===== src/rtl/imm_ext_arbiter.sv =====
// Arbitrates two decode lanes onto one shared 16->32 immediate extender,
// holding the extended value and its source lane in a 1-entry output register.
module imm_ext_arbiter #(
  parameter int FIXED_PRI = 0,
  parameter int MAX_WAIT  = 3
) (
  input  logic        clk,
  input  logic        rst,
  input  logic        req0_valid,
  input  logic [15:0] req0_imm,
  input  logic        req0_extop,
  output logic        req0_ready,
  input  logic        req1_valid,
  input  logic [15:0] req1_imm,
  input  logic        req1_extop,
  output logic        req1_ready,
  output logic        out_valid,
  output logic [31:0] out_data,
  output logic        out_lane,
  input  logic        out_ready
);

  localparam logic [3:0] WAIT_LIM = 4'(MAX_WAIT);

  logic        out_valid_q, out_valid_d;
  logic [31:0] out_data_q, out_data_d;
  logic        out_lane_q, out_lane_d;
  logic        rr_ptr_q, rr_ptr_d;
  logic [3:0]  wait_cnt_q, wait_cnt_d;

  logic        slot_free;
  logic        lane1_wins;
  logic        grant0, grant1;
  logic [15:0] sel_imm;
  logic        sel_extop;

  // Tie-break: round-robin points away from the last winner; fixed priority
  // yields to lane 1 only once its loss counter reaches the limit.
  always_comb begin
    slot_free = !out_valid_q || out_ready;
    if (FIXED_PRI == 0) begin
      lane1_wins = !rr_ptr_q;
    end else begin
      lane1_wins = (wait_cnt_q == WAIT_LIM);
    end
    grant0 = 1'b0;
    grant1 = 1'b0;
    if (!rst && slot_free) begin
      if (req0_valid && req1_valid) begin
        grant1 = lane1_wins;
        grant0 = !lane1_wins;
      end else begin
        grant0 = req0_valid;
        grant1 = req1_valid;
      end
    end
  end

  always_comb begin
    sel_imm   = grant1 ? req1_imm : req0_imm;
    sel_extop = grant1 ? req1_extop : req0_extop;

    out_valid_d = out_valid_q;
    out_data_d  = out_data_q;
    out_lane_d  = out_lane_q;
    rr_ptr_d    = rr_ptr_q;
    wait_cnt_d  = wait_cnt_q;

    if (grant0 || grant1) begin
      out_valid_d = 1'b1;
      out_data_d  = sel_extop ? {{16{sel_imm[15]}}, sel_imm} : {16'h0000, sel_imm};
      out_lane_d  = grant1;
      rr_ptr_d    = grant1;
    end else if (out_valid_q && out_ready) begin
      out_valid_d = 1'b0;
    end

    // Counts lane-1 losses only; grant0 already implies a free slot.
    if (FIXED_PRI != 0) begin
      if (grant1) begin
        wait_cnt_d = 4'd0;
      end else if (grant0 && req1_valid && (wait_cnt_q != WAIT_LIM)) begin
        wait_cnt_d = wait_cnt_q + 4'd1;
      end
    end else begin
      wait_cnt_d = 4'd0;
    end
  end

  always_ff @(posedge clk) begin
    if (rst) begin
      out_valid_q <= 1'b0;
      out_data_q  <= 32'h0000_0000;
      out_lane_q  <= 1'b0;
      rr_ptr_q    <= 1'b1;
      wait_cnt_q  <= 4'd0;
    end else begin
      out_valid_q <= out_valid_d;
      out_data_q  <= out_data_d;
      out_lane_q  <= out_lane_d;
      rr_ptr_q    <= rr_ptr_d;
      wait_cnt_q  <= wait_cnt_d;
    end
  end

  assign req0_ready = grant0;
  assign req1_ready = grant1;
  assign out_valid  = out_valid_q;
  assign out_data   = out_data_q;
  assign out_lane   = out_lane_q;

endmodule


===== config.mk =====
export PLATFORM = sky130hd
export DESIGN_NAME = imm_ext_arbiter
export DESIGN_NICKNAME = d
export VERILOG_FILES = /design/src/rtl/imm_ext_arbiter.sv
export SDC_FILE = /design/constraint.sdc
export NUM_CORES = 1
export LEC_CHECK = 0
export CORE_ASPECT_RATIO = 2
export CORE_MARGIN = 5
export CORE_UTILIZATION = 39
export CTS_CLUSTER_DIAMETER = 30
export DETAILED_ROUTE_END_ITERATION = 10
export GPL_TIMING_DRIVEN = 0
export PLACE_DENSITY = 0.9
export SYNTH_ARGS = -nofsm -noshare
export SYNTH_HDL_FRONTEND = slang
export SYNTH_SLANG_ARGS = --single-unit
export TNS_END_PERCENT = 20

===== constraint.sdc =====
create_clock -name clk -period 3.45 [get_ports clk]
set_input_delay 0.69 -clock clk [delete_from_list [all_inputs] [get_ports clk]]
set_output_delay 0.69 -clock clk [all_outputs]
set_load 0.005 [all_outputs]

Yosys cells after proc, flatten, opt, wreduce, memory -nomap -nowiden
Index checks and enable logic that the tools add are counted.

Input port bits: 39. Output and inout port bits: 36. Word-level logic and storage cells: 22. Flip-flop bits (word level): 35.

Multiplexer cells: 9. Reductions and logical operators: 9.

Operators by type and width (number): 32-bit two-way mux (1); 16-bit two-way mux (1); 1-bit two-way mux (7); 1-bit logical AND (3); 1-bit zero test (3); 1-bit logical OR (2); 2-bit nonzero test (1).

Depth between registers and ports, before layout
Word-level depth: 6. Gate-level depth with buffers: 5.

Worst setup path after synthesis
No wires, ideal clock.

Path kind: input to output. Start: input req1_valid. End: output req1_ready. Setup slack: 1406 ps. Stages: 4. Data arrival time: 1354 ps. Data required time: 2760 ps. Cells stage by stage: a21bo_1 buf_6 buf_4 nor3_1.

Cells in the longest elaborated chain, start to end: 3.

RTL lines: start: declaration (RTL line 13) `input logic req1_valid,`; 1-bit logical AND (RTL line 49) `if (req0_valid && req1_valid) begin`; 1-bit two-way mux (*) (RTL line 49); 1-bit two-way mux (*) (RTL line 48) `if (!rst && slot_free) begin`; end: declaration (RTL line 16) `output logic req1_ready,`.

Mark *: on every way between the ends. The rest lies on a longest branch, timed or not.

Worst setup path after layout
Ends and elaborated chain as after synthesis.

==> reports/summary.txt <==
crit path time final -> 3249 ps
placed wire-length estimate -> 3134 µm
IO Pins -> 75
layout cells sized above 1 -> 0.1943
Hold Path Class -> register to register
CORE AREA -> 2943 µm²
WS Path Type -> input pin to output port
port bufs -> 73
Die Wd -> 48.96 µm
Leak -> 0.0007680 µW
Arrival @ worst endpoint -> 2560 ps
ranking of synthesized cells by area -> dfxtp_1, a311oi_2, nand2_1
Initial Utilization -> 0.4022
most common cell in the netlist -> nand2_1
ordered list of cells on the worst path -> clkdlybuf4s50_1 > a21bo_1 > buf_6 > buf_4 > nor3_1 > clkdlybuf4s50_1
Crit path largest cell delay -> 580 ps
Routed WL -> 3999 µm
CTS H-tree lvls -> 1
FF+latch count, synth -> 20
Startpoint Class -> input pin
status -> finished clean
Setup crit end kind -> output port
vias per cell -> 5.498
routed length per instance -> 16.59 µm
area leader, netlist -> dfxtp_1
most frequent CP cell -> clkdlybuf4s50_1
R2R setup slack -> 2080 ps
Critical Path Source -> req1_valid
period utilization -> 0.9416
DRT Pass-1 Iters -> 4
Post-CTS Setup Inserts -> 0
RSZ-0062 raised after global routing -> no
first-pass GRT wire length -> 6306 µm
DRC -> 0
gr usage total -> 0.1832
switching share of power -> 0.2694
Pwr Total -> 680.9 µW
met3 usage -> 0.03066
Clock power frac -> 0.267
die height -> 87.91 µm
maxcap violations -> 0
CP max FO -> 10
GR Layer Usage met2 -> 0.3560
CTS tree -> yes
crit path to -> req1_ready
via count -> 1325
Syn Inst Count -> 134
Worst-path clk slew -> 80 ps
nets -> 251
final slew viol count -> 0
Slew headroom -> 0.6173
pwr/cell area -> 339.3 nW/µm²
combinational power share -> 0.343
Seq/Total Area, Yosys -> 0.3383
CTS sink cnt -> 20
vias in the first global route -> 1325
synthesized area per cell -> 8.833 µm²
Post-synth EDFFs -> 0
antenna violations before repair -> 0
area of the mapped netlist -> 1184 µm²
cts repair resizes -> 0
drt initial violations -> 39
Max IR drop VDD -> 300.7 µV
ys async rst share -> 0
Row Count -> 28
Clock Skew -> 4.708 ps
GRT busiest layer -> met2
area fraction of the dominant cell type after synthesis -> 0.3383
Clk Latency, worst-skew pair -> 260 ps
synthesis-to-finish area growth -> 69.56%
Final Hold Viols -> 0
Ys Warns -> 0
Root Driver -> clkbuf_8
Net Sw Power -> 183.5 µW
Overflow after GRT -> 0
reg2reg end -> out_data[12]$_SDFFE_PP0P_
ANT cells -> 0
GR Util met1 -> 0.1776
Post-synth top cells -> nand2_1, dfxtp_1, a31oi_1, buf_4, a311oi_2
cts bufs inserted -> 3
die area -> 4304 µm²
ys flop type -> dfxtp_1
Routability Congestion -> 0.7568
# hold bufs at CTS -> 0
syn_nets -> 173
largest net degree at the start of global routing -> 18
clock tree buffer depth -> 2
setup TNS -> 0 ps
slew of the pin with the lowest slew margin -> 574.1 ps
Detail Route Antenna Nets -> 0
worst r2r src -> out_valid$_SDFFE_PP0P_
sequential share of power -> 0.390
highest-delay cell along the critical path -> clkdlybuf4s50_1
final setup vio count -> 0
Worst Path Required -> 2760 ps
FMAX -> 307.8 MHz
Int Power -> 497.5 µW
post-synth cell types -> 26
Worst R2R Path Depth -> 4
==> state kept, by name (all words and copies together), names as in the netlist <==
register	cells
out_data	17
rr_ptr_q	1
out_lane	1
out_valid	1
==> routing by layer <==
metal  vias up  part of all wire
met5         -                 0
met4         0             0.025
met3         8             0.059
met2        53              0.57
met1       630              0.34
li1        634                 -
==> worst max-delay path, delay by kind of cell <==
kind,cells,cell delay (ps)
AND/OR/NAND/NOR,1,180
buffers and inverters,4,1430
AO/OA/AOI/OAI,1,250
==> logic make-up (layout without fill, tap and decap cells) <==
group | count (synthesis) | in the layout | synth area share
buf+inv | 29 | 106 | 0.1818
compound gates | 42 | 42 | 0.3203
simple gates | 43 | 43 | 0.1596
flops | 20 | 20 | 0.3383
==> layout make-up <==
| cell class | instances | area [µm²] |
|---|---|---|
| well taps | 30 | 37.54 |
| flip-flops and latches | 20 | 400.4 |
| fillers | 251 | 935.9 |
| repair buffers | 73 | 730.7 |
| multi-input cells | 85 | 568.0 |
| inverters | 2 | 7.507 |
| plain buffers | 27 | 207.7 |
| clock buffers | 4 | 55.05 |
==> cells in the final DEF (no fill, tap or decap), types with 3 or more instances in the layout <==
cell             Yosys  layout
a21oi_1              3       3
a311oi_1             7       7
a311oi_2            10      10
a31oi_1             17      17
buf_2                4       4
buf_4               16      16
buf_6                4       4
clkbuf_8             0       4
clkdlybuf4s50_1      0      73
dfxtp_1             20      20
nand2_1             33      33
==> power by group through the flow <==
stage	clock [µW]	combinational (µW)	sequential, µW
4_1_cts	182	235	266
6_report	182	234	266
5_1_grt	192	251	268
3_3_place_gp	0	229	269
2_1_floorplan	0	104	270
3_5_place_dp	0	233	271
==> metrics by stage <==
step                      hold WS, ps  cells  cell area, µm²  utilization  setup WS (ps)
after global placement          466.4    237            1952       0.6633          235.0
final                           483.6    241            2007       0.6820          201.4
after detailed placement        470.7    237            1952       0.6633          240.3
after global routing            511.5    241            2007       0.6820          119.3
after CTS                       485.0    241            2007       0.6820          202.1
after floorplan                 464.6    134            1184            -           1406
==> worst min path at each step <==
stage / endpoint / cells past startpoint / startpoint / slack, ps
after CTS: out_lane$_SDFFE_PP0P_ / 2 / out_lane$_SDFFE_PP0P_ / 480
after detailed placement: out_lane$_SDFFE_PP0P_ / 2 / out_lane$_SDFFE_PP0P_ / 470
after global placement: out_lane$_SDFFE_PP0P_ / 2 / out_lane$_SDFFE_PP0P_ / 470
after floorplan: out_lane$_SDFFE_PP0P_ / 2 / out_lane$_SDFFE_PP0P_ / 460
after global routing: out_lane$_SDFFE_PP0P_ / 2 / out_lane$_SDFFE_PP0P_ / 510
final: out_lane$_SDFFE_PP0P_ / 2 / out_lane$_SDFFE_PP0P_ / 480
Power figures use the tool's default switching activity.
